`src/rtl/unique_draw_pkg.sv`:
```
// Shared types and defaults for the unique draw sequencer.
package unique_draw_pkg;

  typedef enum logic [2:0] {
    IDLE  = 3'd0,
    DRAW  = 3'd1,
    PROBE = 3'd2,
    WAIT  = 3'd3,
    DONE  = 3'd4
  } state_e;

  localparam logic [7:0] DEFAULT_SEED = 8'hA5;
  localparam logic [7:0] DEFAULT_TAPS = 8'hB8;

  // Number of distinct values for a given value width.
  function automatic int unsigned pool_size(input int unsigned num_w);
    return 32'd1 << num_w;
  endfunction

endpackage

```
`src/rtl/lfsr_galois.sv`:
```
// Free-running right-shift Galois LFSR; reloads SEED on reset.
module lfsr_galois
  import unique_draw_pkg::*;
#(
  parameter int unsigned         LFSR_W = 8,
  parameter logic [LFSR_W-1:0]   SEED   = LFSR_W'(DEFAULT_SEED),
  parameter logic [LFSR_W-1:0]   TAPS   = LFSR_W'(DEFAULT_TAPS)
) (
  input  logic              clk,
  input  logic              rst_n,
  output logic [LFSR_W-1:0] value
);

  logic [LFSR_W-1:0] lfsr_q;
  logic [LFSR_W-1:0] lfsr_d;

  // One Galois step: shift right, fold taps in when the outgoing bit is 1.
  always_comb begin
    lfsr_d = lfsr_q >> 1;
    if (lfsr_q[0]) begin
      lfsr_d = lfsr_d ^ TAPS;
    end
  end

  // LFSR register, stepping every cycle out of reset.
  always_ff @(posedge clk) begin
    if (!rst_n) begin
      lfsr_q <= SEED;
    end else begin
      lfsr_q <= lfsr_d;
    end
  end

  assign value = lfsr_q;

endmodule

```
`src/rtl/unique_draw_sequencer.sv`:
```
// Draws every value of a 2^NUM_W pool once, in LFSR order with upward probing.
module unique_draw_sequencer
  import unique_draw_pkg::*;
#(
  parameter int unsigned       NUM_W  = 3,
  parameter int unsigned       LFSR_W = 8,
  parameter logic [LFSR_W-1:0] SEED   = LFSR_W'(DEFAULT_SEED),
  parameter logic [LFSR_W-1:0] TAPS   = LFSR_W'(DEFAULT_TAPS),
  parameter int unsigned       PERIOD = 50_000_000
) (
  input  logic             clk,
  input  logic             rst_n,
  input  logic             start,
  input  logic             pause,
  input  logic             auto_restart,
  output logic [NUM_W-1:0] num,
  output logic             num_valid,
  output logic [NUM_W:0]   draw_cnt,
  output logic             busy,
  output logic             all_done
);

  localparam int unsigned       POOL     = pool_size(NUM_W);
  localparam int unsigned       TMR_W    = $clog2(PERIOD) + 1;
  localparam int unsigned       CNT_W    = NUM_W + 1;
  localparam logic [TMR_W-1:0]  TMR_LAST = TMR_W'(PERIOD - 1);
  localparam logic [CNT_W-1:0]  CNT_FULL = CNT_W'(POOL);

  state_e            state_q, state_d;
  logic [NUM_W-1:0]  num_q, num_d;
  logic              num_valid_q, num_valid_d;
  logic [CNT_W-1:0]  draw_cnt_q, draw_cnt_d;
  logic [POOL-1:0]   used_q, used_d;
  logic [TMR_W-1:0]  timer_q, timer_d;
  logic [NUM_W-1:0]  probe_q, probe_d;
  logic              busy_q, busy_d;
  logic              all_done_q, all_done_d;

  logic [LFSR_W-1:0] lfsr_value;
  logic [NUM_W-1:0]  cand_c;
  logic              cand_free_c;
  logic              probe_free_c;
  logic              timer_done_c;
  logic              restart_c;
  logic              accept_c;
  logic [NUM_W-1:0]  accept_val_c;
  logic              unused_lfsr_bits;

  lfsr_galois #(
    .LFSR_W (LFSR_W),
    .SEED   (SEED),
    .TAPS   (TAPS)
  ) u_lfsr (
    .clk   (clk),
    .rst_n (rst_n),
    .value (lfsr_value)
  );

  assign cand_c           = lfsr_value[NUM_W-1:0];
  assign unused_lfsr_bits = ^lfsr_value;
  assign cand_free_c      = ~used_q[cand_c];
  assign probe_free_c     = ~used_q[probe_q];
  assign timer_done_c     = ~pause & (timer_q == TMR_LAST);
  assign restart_c        = auto_restart | start;

  // State register.
  always_ff @(posedge clk) begin
    if (!rst_n) begin
      state_q <= IDLE;
    end else begin
      state_q <= state_d;
    end
  end

  // Next-state logic.
  always_comb begin
    state_d = state_q;
    unique case (state_q)
      IDLE:    if (start) state_d = DRAW;
      DRAW:    state_d = cand_free_c ? WAIT : PROBE;
      PROBE:   if (probe_free_c) state_d = WAIT;
      WAIT:    if (timer_done_c) state_d = (draw_cnt_q == CNT_FULL) ? DONE : DRAW;
      DONE:    if (restart_c) state_d = DRAW;
      default: state_d = IDLE;
    endcase
  end

  // Datapath and output next values; an accept loads num, mask, count and timer together.
  always_comb begin
    num_d        = num_q;
    num_valid_d  = 1'b0;
    draw_cnt_d   = draw_cnt_q;
    used_d       = used_q;
    timer_d      = timer_q;
    probe_d      = probe_q;
    accept_c     = 1'b0;
    accept_val_c = cand_c;
    unique case (state_q)
      DRAW: begin
        if (cand_free_c) begin
          accept_c = 1'b1;
        end else begin
          probe_d = cand_c + NUM_W'(1);
        end
      end
      PROBE: begin
        if (probe_free_c) begin
          accept_c     = 1'b1;
          accept_val_c = probe_q;
        end else begin
          probe_d = probe_q + NUM_W'(1);
        end
      end
      WAIT: begin
        if (!pause && !timer_done_c) begin
          timer_d = timer_q + TMR_W'(1);
        end
      end
      DONE: begin
        if (restart_c) begin
          used_d     = '0;
          draw_cnt_d = '0;
        end
      end
      default: ;
    endcase
    if (accept_c) begin
      num_d                = accept_val_c;
      num_valid_d          = 1'b1;
      used_d[accept_val_c] = 1'b1;
      draw_cnt_d           = draw_cnt_q + CNT_W'(1);
      timer_d              = '0;
    end
    busy_d     = (state_d == DRAW) || (state_d == PROBE) || (state_d == WAIT);
    all_done_d = (state_d == DONE);
  end

  // Datapath and output registers.
  always_ff @(posedge clk) begin
    if (!rst_n) begin
      num_q       <= '0;
      num_valid_q <= 1'b0;
      draw_cnt_q  <= '0;
      used_q      <= '0;
      timer_q     <= '0;
      probe_q     <= '0;
      busy_q      <= 1'b0;
      all_done_q  <= 1'b0;
    end else begin
      num_q       <= num_d;
      num_valid_q <= num_valid_d;
      draw_cnt_q  <= draw_cnt_d;
      used_q      <= used_d;
      timer_q     <= timer_d;
      probe_q     <= probe_d;
      busy_q      <= busy_d;
      all_done_q  <= all_done_d;
    end
  end

  assign num       = num_q;
  assign num_valid = num_valid_q;
  assign draw_cnt  = draw_cnt_q;
  assign busy      = busy_q;
  assign all_done  = all_done_q;

endmodule

```
`config.mk`:
```
export PLATFORM = sky130hd
export DESIGN_NAME = unique_draw_sequencer
export DESIGN_NICKNAME = d
export VERILOG_FILES = /design/src/rtl/unique_draw_pkg.sv /design/src/rtl/lfsr_galois.sv /design/src/rtl/unique_draw_sequencer.sv
export SDC_FILE = /design/constraint.sdc
export NUM_CORES = 1
export LEC_CHECK = 0
export CORE_UTILIZATION = 55
export DETAILED_ROUTE_END_ITERATION = 10
export GPL_ROUTABILITY_DRIVEN = 0
export MAX_ROUTING_LAYER = met4
export PLACE_DENSITY = 0.84
export SYNTH_ARGS = -nofsm -noshare
export SYNTH_HDL_FRONTEND = slang
export SYNTH_SLANG_ARGS = --single-unit
```
`constraint.sdc`:
```
create_clock -name clk -period 3.16 [get_ports clk]
set_input_delay 0.474 -clock clk [delete_from_list [all_inputs] [get_ports clk]]
set_output_delay 0.474 -clock clk [all_outputs]
set_load 0.03 [all_outputs]
```
==> results.txt, run 1 <==
CTS-repair resized insts: 0
Post-cts hold buffer count: 0
DR vias/cell: 6.21
DRT iter0 DRCs: 233
Origin of the critical flop-to-flop path: u_lfsr.value[0]
Peak supply drop: 0.000395 V
Total number of yosys warnings: 0
Worst Reg-to-Reg Cells: 5
Clk buf depth: 2
Largest fanout on the critical path: 27
Max-Cap Viols: 0
CTS clock-pin slew for the worst setup and hold paths: 0.07 ns
Mux contribution to synthesized area: 4.71%
Max Clk Rate: 0.371 GHz
Synthesized area per cell: 8.47 um^2
Die area: 5860 um^2
Yosys top cell area share: 38.6%
Vias: 2733
Setup Viol. Count Final: 0
Synth cell types: 62
Critical path arrival: 2.92 ns
Std-Cell Rows: 26
PwrDens: 556 nW/um^2
Tmin final: 2.69 ns
Clock Latency Late Sink: 0.35 ns
CTS sink cnt: 59
Post-CTS setup buffer count: 0
# IOs: 15
Area Overhead vs Synth: 9.98%
DRT Wirelength: 6730 um
Final Cycle Share: 85.2%
Switching Share: 33.6%
WS Path Type: flop to flop
Top-count cell post-synth: dfxtp_1
Worst-Margin Slew: 1.15 ns
Slew margin rel.: 22.8%
Tightest Hold Check Type: flop to flop
Core area: 5240 um^2
# port buffers: 14
Int Power: 1240 uW
Nets: 374
Most instantiated cells after synthesis: 59 x dfxtp_1, 32 x nand2_1, 28 x a21oi_1, 28 x nor2_1, 17 x clkbuf_1
Critical Path Start: u_lfsr.value[0]
Yosys reg bits: 59
Drt pass-1 iters: 4
RSZ-0062 raised after global routing: false
Inserted Diodes: 0
Antenna-violating nets left: 0
Mapped Cells: 361
Final global-route overflow total: 0
Vias in the first global route: 2555
Setup clock skew after layout: 0.00907 ns
Register area share after synthesis: 38.6%
Slew Limit Fails: 0
Largest family of logic cells by synthesized area: simple AND/OR/NAND/NOR gates
Synth Net Count: 370
DRC: 0
Largest net degree at the start of global routing: 28
Worst Path Required: 3.39 ns
Async SR Flop Fraction: 0%
Fin util: 64.2%
Initial antenna violation count: 0
Post-synth EDFFs: 0
Synth area leader: dfxtp_1
Critical Path Sink: timer_q[26]
Seq pwr share: 45.6%
First-pass GRT wire length: 11600 um
Total CTS buffers: 9
Cell area after synthesis: 3060 um^2
Worst Setup End Kind: flop
Initial Util: 58.4%
Die Height: 76.6 um
Chip width: 76.6 um
H-tree levels: 3
Setup TNS: 0 ns
Comb pwr share: 21.2%
GRT Util Overall: 25.8%
Status: completed
Share of post-route cells with drive strength above 1: 8.65%
Post-Synth Adder-Cell Area: 1.64%
CTS tree: done
Post-DP HPWL: 4570 um
Startpoint Class: flop
Simple-gate portion of the synthesized area: 27.9%
XOR/XNOR share of the synthesized area: 5.16%
Net switching power: 627 uW
Leak Pwr: 0.00110 uW
Root buf cell: clkbuf_8
Fillers: 449
Top_reg_cell synth: dfxtp_1
Synth top area cells: dfxtp_1 39%, a21oi_1 4.6%, xnor2_1 4.6%
Reg-to-reg endpoint: timer_q[26]
Worst R2R Setup Slack: 0.47 ns
Detail-routed net length per standard cell: 15.3 um
Clock share of power: 33.2%
Synth Area in Compound Gates: 17.1%
Final Hold Viols: 0
-- cell type report --
cell class | count | area (um^2) | area share (%)
inverter | 7 | 26.3 | 0.781
sequential | 59 | 1180 | 35.1
clock buffer | 9 | 124 | 3.68
timing repair buffer | 17 | 163 | 4.84
multi-input combinational | 271 | 1730 | 51.4
tap | 70 | 87.6 | 2.60
clock inverter | 7 | 52.6 | 1.56
-- worst max-delay path, cell delays in order, from the launching register on --
cell     delay [ns]
dfxtp_1        0.64
mux2_1         0.38
mux4_2         0.55
or4b_4         0.59
nand3_4        0.29
nor2_1         0.10
-- routing by layer --
metal | GRT usage (%) | vias up | part of all wire, %
met2 | 37.3 | 99 | 44
met4 | 15.4 | 0 | 3.1
li1 | - | 1338 | -
met3 | 7.31 | 21 | 5.9
met5 | - | - | 0
met1 | 31.8 | 1275 | 47
-- kinds of logic after synthesis --
family,after synthesis
AOI/OAI and AO/OA,83
xor gates and xnor gates,18
adders and majority gates,4
buffers and inverters,31
muxes,12
and+or+nand+nor,154
DFF,59
-- per-stage QoR --
stage | area (um^2) | instances | hold slack (ns) | power, uW | setup slack [ns]
6_report | 3360 | 440 | 0.407 | 1870 | 0.467
3_3_place_gp | 3190 | 424 | 0.393 | 1250 | 0.526
2_1_floorplan | 3060 | 361 | 0.386 | 1160 | 0.765
5_1_grt | 3360 | 440 | 0.459 | 1970 | 0.340
3_5_place_dp | 3190 | 424 | 0.392 | 1260 | 0.483
4_1_cts | 3360 | 440 | 0.410 | 1880 | 0.478
-- how the worst min path moves through the flow --
stage | from | endpoint | depth (start not counted)
floorplan | u_lfsr.value[3] | u_lfsr.value[2] | 1
global placement | u_lfsr.value[3] | u_lfsr.value[2] | 1
detailed placement | u_lfsr.value[3] | u_lfsr.value[2] | 1
CTS | u_lfsr.value[3] | u_lfsr.value[2] | 1
global route | u_lfsr.value[3] | u_lfsr.value[2] | 1
finish | u_lfsr.value[3] | u_lfsr.value[2] | 1
-- registers in the layout, indices dropped and copies added (netlist names) --
| register | flops |
|---|---|
| all_done | 1 |
| used_q | 8 |
| u_lfsr.value | 8 |
| probe_q | 3 |
| busy | 1 |
| timer_q | 27 |
| draw_cnt | 4 |
| num_valid | 1 |
| num | 3 |
| state_q | 3 |
-- power by group through the flow --
stage	clock network [uW]	registers, uW	logic, uW
final	620	852	396
after global routing	675	860	433
after CTS	636	851	394
after detailed placement	0	868	392
after global placement	0	864	382
after floorplan	0	883	276
-- placed cells by master, fill, tap and decap left out, types with 8 or more instances in the layout --
cell and count:
a21oi_1 28, clkbuf_8 9, clkdlybuf4s50_1 14, dfxtp_1 59, nand2_1 32, nand3_1 15, nand4_1 14, nor2_1 28
nor3_1 8, nor4_1 8, o21ai_0 16, xnor2_1 16
(Power assumes the default switching activity.)
==> inputs of run 2 (changes only) <==
- TNS_END_PERCENT: not set -> 10
==> results of run 2 <==
No change in the layout: final DEF, timing and power equal those of run 1.
==> RTL edit: new RTL, settings of run 2 <==
Make the reset (`rst_n`) asynchronous in 3 clocked blocks.
--- a/src/rtl/lfsr_galois.sv
+++ b/src/rtl/lfsr_galois.sv
@@ -25,3 +25,3 @@
   // LFSR register, stepping every cycle out of reset.
-  always_ff @(posedge clk) begin
+  always_ff @(posedge clk or negedge rst_n) begin
     if (!rst_n) begin
--- a/src/rtl/unique_draw_sequencer.sv
+++ b/src/rtl/unique_draw_sequencer.sv
@@ -66,3 +66,3 @@
   // State register.
-  always_ff @(posedge clk) begin
+  always_ff @(posedge clk or negedge rst_n) begin
     if (!rst_n) begin
@@ -138,3 +138,3 @@
   // Datapath and output registers.
-  always_ff @(posedge clk) begin
+  always_ff @(posedge clk or negedge rst_n) begin
     if (!rst_n) begin
Function: differs if rst_n is asserted again (counterexample within 4 cycles, from zero or initial values and one cycle with rst_n low); with rst_n held inactive, the same outputs for 10 cycles.
==> RTL edit against run 2 <==
Count of clock-buffer cells in the layout up 1; global-route usage shrank 0.079 points; area after synthesis increased by 2.7%; worst setup slack improved by 76 ps; cell area grew 7.0%; sequential cell count did not move; wire length up 0.13%.
Power is not compared: it rests on default switching activity, and its combinational part moved more than twofold at a synthesized area within 25%.
==> RTL edit: results <==
{
  "synthTopCellsByArea": "dfrtp_1, o21ai_0, a21oi_1",
  "synth.avg_cell_area_um2": 9.659,
  "wl_met3_um": 396,
  "final_layout_size_suffix_gt1_share_pct": 10.12,
  "slew_headroom_pct": 43.75,
  "grt_max_degree": 37,
  "dpl.hpwl_mm": 4.744,
  "track_usage_pct": 25.72,
  "min_path_type": "input port to asynchronous set/reset pin",
  "slowest_delay_ps": 730,
  "numPortBuffers": 14,
  "grt_pass1_vias": 2501,
  "worst_path_max_delay_cell": "a2111oi_0",
  "grt_pass1_wl_mm": 11.66,
  "nNetsFinal": 351,
  "ys_async_sr_fraction_pct": 100.0,
  "clk_pin_slew_ps": 70,
  "wl_met1_mm": 3.087,
  "clk_latency_ps": 350,
  "routed_via_density": 6.239,
  "syn_nets": 334,
  "ys_types": 53,
  "route.met2.wl_mm": 3.106,
  "cp.arrival_ps": 2890,
  "drtPass1Iterations": 5,
  "synth_common_cells": "dfrtp_1, o21ai_0, a21oi_1",
  "post-place-cells": 403,
  "wl_per_cell_um": 16.13,
  "status": "completed",
  "path_max_fanout": 13,
  "drt_iter0_drc": 216,
  "wl_mm": 6.741,
  "ys_seq_area_share_pct": 47.19,
  "fin_skew_ps": 13.89
}
==> RTL edit: cell type report <==
class                           count  area [µm²]
Tap cell                           72       90.09
Fill cell                         446        1908
Sequential cell                    59        1481
Multi-Input combinational cell    242        1563
Timing Repair Buffer               21       200.2
Clock inverter                      5       102.6
Inverter                            9       33.78
Clock buffer                       10       127.6
==> RTL edit: critical path, delay by kind of cell, from the launching register on <==
| kind | cells | cell delay (ps) |
|---|---|---|
| AOI/OAI and AO/OA | 4 | 1530 |
| buffers and inverters | 1 | 230 |
| DFF | 1 | 700 |
| and+or+nand+nor | 1 | 90 |
==> RTL edit: cell families after synthesis <==
family / after synthesis / share of synthesized area, %
adders and majority gates: 4 / 1.594
muxes: 12 / 3.986
and+or+nand+nor: 126 / 22.56
AOI/OAI and AO/OA: 89 / 18.57
buffers and inverters: 24 / 3.029
DFF: 59 / 47.19
xor gates and xnor gates: 11 / 3.069
==> RTL edit: power breakdown <==
group / total [mW] / switching [mW] / internal, mW / leakage [nW]
Sequential: 1.05 / 0.164 / 0.888 / 0.754
Clock: 0.820 / 0.302 / 0.518 / 0.112
Combinational: 0.818 / 0.468 / 0.349 / 0.617
Total: 2.69 / 0.934 / 1.76 / 1.48
==> RTL edit: path summary, 6_finish.rpt <==
| path | start | end | slack, ps | depth (start not counted) |
|---|---|---|---|---|
| worst max-delay path | u_lfsr.value[0]$_DFF_PN1_ | used_q[7]$_DFF_PN0_ | 540 | 6 |
| worst min-delay path | rst_n | timer_q[14]$_DFFE_PN0P_ | 100 | 1 |
| worst max register to register | u_lfsr.value[0]$_DFF_PN1_ | used_q[7]$_DFF_PN0_ | 540 | 6 |
| worst min register to register | u_lfsr.value[3]$_DFF_PN0_ | u_lfsr.value[2]$_DFF_PN1_ | 360 | 0 |
| max in group asynchronous | rst_n | timer_q[21]$_DFFE_PN0P_ | 2220 | 2 |
| min in group clk | u_lfsr.value[3]$_DFF_PN0_ | u_lfsr.value[2]$_DFF_PN1_ | 360 | 0 |
==> RTL edit: through the flow <==
stage,hold slack (ps),instance area [µm²],utilization [%],power (mW),worst slack (ps)
after CTS,100.1,3598,65.35,2.705,566.6
after global routing,121.1,3598,65.35,2.842,466.3
after floorplan,178.4,3139,-,1.599,737.4
final,95.11,3598,65.35,2.690,543.1
after detailed placement,352.2,3368,61.17,1.881,582.4
after global placement,347.0,3368,61.17,1.846,647.1
==> RTL edit: routing by layer <==
layer	global-route usage, %	vias to the layer above
li1	-	1261
met1	32.62	1243
met2	38.32	87
met3	8.353	17
met4	9.811	0
met5	-	-
